$ cat config.mk
export PLATFORM = sky130hd
export DESIGN_NAME = bsg_level_shift_iso_seq
export DESIGN_NICKNAME = d
export VERILOG_FILES = /design/src/rtl/bsg_level_shift_pkg.sv /design/src/rtl/bsg_level_shift_clamp.sv /design/src/rtl/bsg_level_shift_iso_seq.sv
export SDC_FILE = /design/constraint.sdc
export NUM_CORES = 1
export LEC_CHECK = 0
export BUFFER_PORTS_ARGS = -buffer_cell sky130_fd_sc_hd__clkbuf_2
export CAP_MARGIN = 20
export CORE_UTILIZATION = 37
export CTS_CLUSTER_DIAMETER = 60
export DETAILED_ROUTE_END_ITERATION = 12
export PLACE_DENSITY = 0.85
export SLEW_MARGIN = 10
export SYNTH_ARGS = -nofsm -noshare
export SYNTH_HDL_FRONTEND = slang
export SYNTH_HIERARCHICAL = 1
export SYNTH_SLANG_ARGS = --single-unit
$ cat constraint.sdc
create_clock -name clk_i -period 3.2 [get_ports clk_i]
set_clock_uncertainty 0.15 [all_clocks]
set_input_delay 0 -clock clk_i [delete_from_list [all_inputs] [get_ports clk_i]]
set_output_delay 0 -clock clk_i [all_outputs]
set_load 0.05 [all_outputs]
$ cat src/rtl/bsg_level_shift_pkg.sv
// Shared types and helpers for the v0->v1 level-shift / isolation sequencer.
package bsg_level_shift_pkg;

  typedef enum logic [1:0] {
    S_ISO    = 2'd0,
    S_SETTLE = 2'd1,
    S_ON     = 2'd2,
    S_HOLD   = 2'd3
  } state_e;

  // Counter wide enough to hold the larger of the two preload values.
  function automatic int unsigned ctr_width(input int unsigned settle,
                                            input int unsigned hold);
    int unsigned m;
    m = (settle > hold) ? settle : hold;
    return $clog2(m + 1);
  endfunction

endpackage

$ cat src/rtl/bsg_level_shift_clamp.sv
// One isolation clamp cell: passes data only when released and enabled.
module bsg_level_shift_clamp #(
  parameter int unsigned           width_p     = 16,
  parameter logic [width_p-1:0]    clamp_val_p = '0
) (
  input  logic               iso_i,
  input  logic               en_i,
  input  logic [width_p-1:0] data_i,
  output logic [width_p-1:0] data_o
);

  always_comb begin
    data_o = clamp_val_p;
    if (!iso_i && en_i) begin
      data_o = data_i;
    end
  end

endmodule

$ cat src/rtl/bsg_level_shift_iso_seq.sv
// Multi-channel v0->v1 level shifter with power-sequencing FSM and isolation clamps.
// Optional BSG_LEVEL_SHIFT_RETIME_EN registers v1_data_o for one extra cycle of latency.
module bsg_level_shift_iso_seq
  import bsg_level_shift_pkg::*;
#(
  parameter int unsigned        width_p         = 16,
  parameter int unsigned        num_chan_p      = 2,
  parameter int unsigned        settle_cycles_p = 4,
  parameter int unsigned        hold_cycles_p   = 2,
  parameter logic [width_p-1:0] clamp_val_p     = '0
) (
  input  logic                          clk_i,
  input  logic                          reset_n_i,
  input  logic                          pwr_on_req_i,
  output logic                          pwr_on_ack_o,
  output logic                          iso_o,
  input  logic [num_chan_p-1:0]         v0_en_i,
  input  logic [num_chan_p*width_p-1:0] v0_data_i,
  output logic [num_chan_p*width_p-1:0] v1_data_o
);

  localparam int unsigned CtrW = ctr_width(settle_cycles_p, hold_cycles_p);
  localparam logic [CtrW-1:0] SettleInit = CtrW'(settle_cycles_p - 1);
  localparam logic [CtrW-1:0] HoldInit   = CtrW'(hold_cycles_p - 1);
  localparam logic [CtrW-1:0] CtrOne     = CtrW'(1);

  state_e          state_q, state_d;
  logic [CtrW-1:0] cnt_q, cnt_d;
  logic            iso_q, iso_d;
  logic            ack_q, ack_d;

  always_comb begin
    state_d = state_q;
    cnt_d   = cnt_q;
    unique case (state_q)
      S_ISO: begin
        if (pwr_on_req_i) begin
          state_d = S_SETTLE;
          cnt_d   = SettleInit;
        end
      end
      S_SETTLE: begin
        if (!pwr_on_req_i) begin
          state_d = S_ISO;
          cnt_d   = '0;
        end else if (cnt_q == '0) begin
          state_d = S_ON;
        end else begin
          cnt_d = cnt_q - CtrOne;
        end
      end
      S_ON: begin
        if (!pwr_on_req_i) begin
          state_d = S_HOLD;
          cnt_d   = HoldInit;
        end
      end
      S_HOLD: begin
        // req is deliberately ignored here; only S_ISO can start a new settle.
        if (cnt_q == '0) begin
          state_d = S_ISO;
        end else begin
          cnt_d = cnt_q - CtrOne;
        end
      end
      default: begin
        state_d = S_ISO;
        cnt_d   = '0;
      end
    endcase
  end

  // iso/ack are flopped from the next state so outputs never see req glitches.
  always_comb begin
    iso_d = (state_d != S_ON);
    ack_d = (state_d == S_ON) || (state_d == S_HOLD);
  end

  always_ff @(posedge clk_i or negedge reset_n_i) begin
    if (!reset_n_i) begin
      state_q <= S_ISO;
      cnt_q   <= '0;
      iso_q   <= 1'b1;
      ack_q   <= 1'b0;
    end else begin
      state_q <= state_d;
      cnt_q   <= cnt_d;
      iso_q   <= iso_d;
      ack_q   <= ack_d;
    end
  end

  assign iso_o        = iso_q;
  assign pwr_on_ack_o = ack_q;

  logic [num_chan_p*width_p-1:0] gated_w;

  for (genvar c = 0; c < num_chan_p; c++) begin : g_chan
    bsg_level_shift_clamp #(
      .width_p     (width_p),
      .clamp_val_p (clamp_val_p)
    ) u_clamp (
      .iso_i  (iso_q),
      .en_i   (v0_en_i[c]),
      .data_i (v0_data_i[c*width_p +: width_p]),
      .data_o (gated_w[c*width_p +: width_p])
    );
  end

`ifdef BSG_LEVEL_SHIFT_RETIME_EN
  logic [num_chan_p*width_p-1:0] data_q, data_d;

  always_comb begin
    data_d = gated_w;
  end

  always_ff @(posedge clk_i or negedge reset_n_i) begin
    if (!reset_n_i) begin
      data_q <= {num_chan_p{clamp_val_p}};
    end else begin
      data_q <= data_d;
    end
  end

  assign v1_data_o = data_q;
`else
  assign v1_data_o = gated_w;
`endif

endmodule

==> out/metrics.yaml, run 1 <==
status: "finished, final reports clean"
ys_types: 23
grt_max_degree: 34
synth_top_family_by_area: "simple AND/OR/NAND/NOR gates"
multi_input_area_um2: 483.0
cts_setup_buffers: 0
endpoint_kind: "register"
drc: 0
synth-adder-area-share: 0.03623
dieArea_um2: 2043
drive_gt1_frac: 0.6027
rr_worst_depth: 5
rsz0062_at_grt: "false"
cts_tree: "built"
seq_area_um2: 151.4
fin_ws_ps: 1514
synthCells: 73
path_cells: "inv_1 > ha_1 > nor2b_2 > mux2_4 > a222oi_1"
crit_slowest_cell: "dfrtp_1"
timing.rr.end: "cnt_q[1]"
synth_xor_area_frac: 0.01268
synth-simple-area-share: 0.5562
die_h_um: 45.21
drt_wl_total_um: 2040
ios: 71
worst-r2r-setup-slack_ps: 1510
min_period_ps: 1686
slew_violations: 0
final_common_cell: "clkbuf_2"
rows: 15
min_period_over_period: 0.5268
antenna_found_initial: 0
cp-start-kind: "register"
clk_latency_ps: 240
drt-wirelength-per-cell_um: 11.93
fp.dieW_um: 45.21
ant_nets: 0
drv_cap: 0
max_stage_delay_ps: 390
num_vias: 835
postSynthAreaPerCell_um2: 9.461
cts_resized: 0
cts_buffers: 3
holdCritPathClass: "input pin to async pin"
io_buffers: 70
peakVddDrop_uv: 577.7
yosysWarnings: 6
grtUsageTotal: 0.1749
dp_hpwl_um: 1619
arrival_ps: 1670
dp_worst_setup_slack_ps: 1525
powerDensity_nw_per_um2: 652.0
tns_ps: 0
max_clock_freq_ghz: 0.5932
nNetsFinal: 186
finalSetupViolCount: 0
syn_nets: 112
path_clk_slew_ps: 50
critPathTopFamily: "flip-flops"
finalHoldViolations: 0
muxShareOfSynthArea: 0.02174
core_area_um2: 1745
holdWs_ps: 110.0
root_buffer: "clkbuf_4"
antenna_cells: 0
cts.sinks: 6
drt-initial-drc-count: 13
reg2reg_from: "cnt_q[0]"
netlist_area_um2: 690.7
p_total_uw: 706.4
final_util: 0.6208
synth-seq-cells: 6
cp.required_ps: 3180
start_util: 0.3957
mostFrequentLayoutCells: "70 x clkbuf_2, 20 x and3b_1, 12 x and3b_2"
tightest_slew_ps: 370.3
nFillCells: 167
yosysSeqAreaShare: 0.2192
syn2layout_area_growth_pct: 56.88
slew_headroom: 0.7531
power.leakage_uw: 0.0007503
cts-htree-levels: 1
viasPerCell: 4.883
critPathBufInv: 1
grt_overflow_total: 0
synth_compound_area_frac: 0.07246
gp_congestion: 0.7129
crit_fanout: 3
cts_buffer_depth: 2
crit_type: "register to register"
grt_pass1_vias: 673
grt_pass1_wl_um: 2656
firstDrtPassIters: 4
## sequential cells by signal (all words and copies together), names as in the netlist
| name | cells |
|---|---|
| iso_o | 1 |
| state_q | 1 |
| cnt_q | 3 |
| pwr_on_ack_o | 1 |
## cells in the mapped netlist
master	number	area [um^2]
and3b_1	20	175.2
and3b_2	12	120.1
dfrtp_1	5	125.1
buf_6	4	45.04
nor2_1	4	15.01
inv_1	3	11.26
nand2_1	3	11.26
nand2b_1	3	18.77
o21ai_1	3	15.01
ha_1	2	25.02
nand3b_1	2	15.01
a21oi_1	1	5.000
a221oi_1	1	8.760
a222oi_1	1	10.01
and2_1	1	6.260
dfstp_2	1	26.28
mux2_4	1	15.01
nor2b_1	1	6.260
nor2b_2	1	8.760
nor3b_1	1	7.510
o21ai_0	1	5.000
o22ai_1	1	6.260
xnor2_1	1	8.760
## logic make-up (layout without fill, tap and decap cells)
logic type / after synthesis / after routing
DFF: 6 / 6
xor gates and xnor gates: 1 / 1
and+or+nand+nor: 48 / 48
buffers and inverters: 7 / 80
AOI/OAI and AO/OA: 8 / 8
adders and majority gates: 2 / 2
muxes: 1 / 1
## cell type report
class                           instances  area share
Clock buffer                            4     0.02425
Inverter                                3     0.01039
Multi-Input combinational cell         60      0.4457
Sequential cell                         6      0.1397
Tap cell                               25     0.02887
Timing Repair Buffer                   73      0.3510
## metrics by stage
step | cell area [um^2] | std cells
final | 1084 | 171
after global routing | 1084 | 171
after CTS | 1084 | 171
after detailed placement | 1027 | 164
after global placement | 1027 | 164
after floorplan | 690.7 | 73
## routing by layer
layer | vias up | part of all wire | GRT usage
met2 | 42 | 0.53 | 0.3333
met4 | 0 | 0 | 0.03636
met1 | 383 | 0.39 | 0.2020
met3 | 0 | 0.080 | 0.02800
met5 | - | 0 | 0
li1 | 410 | - | -
## how the worst max path moves through the flow
stage          slack (ps)  cells past startpoint      from        to
4_1_cts              1510                      5  cnt_q[0]  cnt_q[1]
2_1_floorplan        1620                      5  cnt_q[0]  cnt_q[1]
6_report             1510                      5  cnt_q[0]  cnt_q[1]
3_3_place_gp         1610                      5  cnt_q[0]  cnt_q[1]
3_5_place_dp         1520                      5  cnt_q[0]  cnt_q[1]
5_1_grt              1370                      5  cnt_q[0]  cnt_q[1]
## where the power goes
| part | switching (uW) | internal, uW |
|---|---|---|
| logic | 274 | 182 |
| clock network | 28.4 | 47.3 |
| registers | 62.0 | 113 |
| total | 364 | 343 |
## what timing repair did
item	CTS	global route
hold buffers	3	0
endpoints found under the hold margin	10	0
endpoints found under the setup margin	0	0
Note: power is estimated with default switching activity, not from simulation.
==> inputs of run 2 (changes only) <==
--- a/config.mk
+++ b/config.mk
@@ -5,12 +5,13 @@
 export SDC_FILE = /design/constraint.sdc
 export NUM_CORES = 1
 export LEC_CHECK = 0
+export ABC_AREA = 1
 export BUFFER_PORTS_ARGS = -buffer_cell sky130_fd_sc_hd__clkbuf_2
 export CAP_MARGIN = 20
-export CORE_UTILIZATION = 37
+export CORE_UTILIZATION = 35
 export CTS_CLUSTER_DIAMETER = 60
 export DETAILED_ROUTE_END_ITERATION = 12
-export PLACE_DENSITY = 0.85
+export PLACE_DENSITY = 0.8
 export SLEW_MARGIN = 10
 export SYNTH_ARGS = -nofsm -noshare
 export SYNTH_HDL_FRONTEND = slang
==> constraint.sdc (replaced) <==
create_clock -name clk_i -period 1.7 [get_ports clk_i]
set_clock_uncertainty 0.15 [all_clocks]
set_input_delay 0 -clock clk_i [delete_from_list [all_inputs] [get_ports clk_i]]
set_output_delay 0 -clock clk_i [all_outputs]
set_load 0.05 [all_outputs]
==> out/metrics.yaml, run 2 <==
tightest_slew_ps: 295.1
cts_resized: 0
start_util: 0.3882
mostFrequentLayoutCells: "70 x clkbuf_2, 40 x inv_1, 19 x nor2_2"
cp.required_ps: 1550
postCtsHoldBufs: 3
clk_latency_ps: 260
cp-start-kind: "register"
grt.met2_usage: 0.3167
cts_buffers: 3
drv_cap: 0
grt_overflow_total: 0
firstDrtPassIters: 6
crit_fanout: 16
slew_violations: 0
ant_nets: 0
ys_types: 17
endpoint_kind: "output pin"
cts_buffer_depth: 2
regMostFlops: "cnt_q"
grt_pass1_wl_um: 2677
cts-htree-levels: 1
power.leakage_uw: 0.0008064
met3_usage: 0.07843
ys.flop_type: "dfrtp_1"
grt.busiest_layer: "met2"
met1_usage: 0.1730
max_clock_freq_ghz: 0.6571
cts_tree: "built"
dp_hpwl_um: 1750
arrival_ps: 1370
slew_headroom: 0.8041
synth_top_area_cell: "inv_1"
drc: 0
nNetsFinal: 232
synth_common_cells: "40 x inv_1, 19 x nor2_2, 15 x nand2_1"
drt-wirelength-per-cell_um: 9.816
yosysWarnings: 6
antenna_cells: 0
p_total_uw: 1414
gp_congestion: 0.8011
grtUsageTotal: 0.1789
finalHoldViolations: 0
path_cells: "inv_1 > nand2_4 > nor2_1 > clkbuf_2"
finalSetupViolCount: 0
tns_ps: 0
yosysTopAreaCellShare: 0.2147
cts_setup_buffers: 0
synthCells: 117
postSynthAreaPerCell_um2: 5.978
largest_reg_flops: 3
core_area_um2: 1802
root_buffer: "clkbuf_4"
status: "finished, final reports clean"
antenna_found_initial: 0
syn2layout_area_growth_pct: 59.39
synth.most_common_cell: "inv_1"
min_period_over_period: 0.8953
holdCritPathClass: "input pin to async pin"
io_buffers: 70
drt_wl_total_um: 2130
async_flop_share: 1.000
crit_slowest_cell: "dfstp_2"
final_common_cell: "clkbuf_2"
synth-seq-cells: 6
synth_area_leaders: "inv_1 21%, dfrtp_1 18%, nor2_2 17%"
peakVddDrop_uv: 876.3
rows: 15
grt_pass1_vias: 641
synth-edff-count: 0
die_h_um: 46.70
num_vias: 886
yosysSeqAreaShare: 0.2165
crit_type: "register to output pin"
ios: 71
grt_max_degree: 17
netlist_area_um2: 699.4
min_period_ps: 1522
max_stage_delay_ps: 540
rsz0062_at_grt: "false"
cts.sinks: 6
fp.dieW_um: 46.70
viasPerCell: 4.083
powerDensity_nw_per_um2: 1268
drive_gt1_frac: 0.5313
path_clk_slew_ps: 50
syn_nets: 156
dieArea_um2: 2181
drt-initial-drc-count: 10
[run 2: cell types whose count changed after synthesis, sizes merged, moves of 2 or more]
cell    previous run  this run
buf                4         2
nand2              3        17
nor2               4        35
nand3b             2         0
inv                3        44
nand3              0         7
o21ai              4         1
nor2b              2         0
and3b             32         0
nand2b             3         0
[run 2: through the flow]
step	utilization	area [um^2]	instances	setup slack (ps)	hold WS [ps]
floorplan	-	699.4	117	267.9	-445.6
CTS	0.6188	1115	217	162.9	71.90
global route	0.6188	1115	217	93.95	70.64
finish	0.6188	1115	217	178.1	72.80
global placement	0.5875	1059	210	440.7	-319.0
detailed placement	0.5875	1059	210	364.3	-311.9
[run 2: final timing paths]
kind / from / endpoint / slack [ps] / depth (start not counted)
max: iso_o / v1_data_o[19] / 180 / 4
min: reset_n_i / iso_o / 70 / 2
max reg2reg: cnt_q[0] / pwr_on_ack_o / 330 / 6
min reg2reg: cnt_q[1] / cnt_q[1] / 360 / 2
max in group asynchronous: reset_n_i / pwr_on_ack_o / 660 / 3
min in group clk_i: v0_data_i[17] / v1_data_o[17] / 220 / 4
[run 2: per-layer routing]
layer	up-vias	part of all wire
met5	-	0
met2	55	0.48
met3	9	0.14
met4	0	0.025
li1	469	-
met1	353	0.36
[run 2: kinds of logic after synthesis]
kind of cell | synth area share
AO/OA/AOI/OAI | 0.01430
adder cells (fa/ha/maj) | 0.03577
buffers and inverters | 0.2683
flip-flops | 0.2165
AND/OR/NAND/NOR | 0.4651
[run 2: layout make-up]
cell class / count / area (um^2)
well taps: 25 / 31.28
flip-flops and latches: 6 / 151.4
clock buffers: 4 / 26.28
inverters: 44 / 165.2
fillers: 164 / 686.9
repair buffers: 73 / 380.4
multi-input cells: 65 / 360.3
[run 2: power by group]
group	switching [uW]	total (uW)	internal, uW
Sequential	73.0	290	217
Combinational	706	965	259
Clock	69.5	160	90.1
[run 2: worst max-delay path: cells and delay by family (launching register included)]
family / cells / cell delay (ps)
DFF: 1 / 540
and+or+nand+nor: 2 / 260
buffers and inverters: 2 / 310
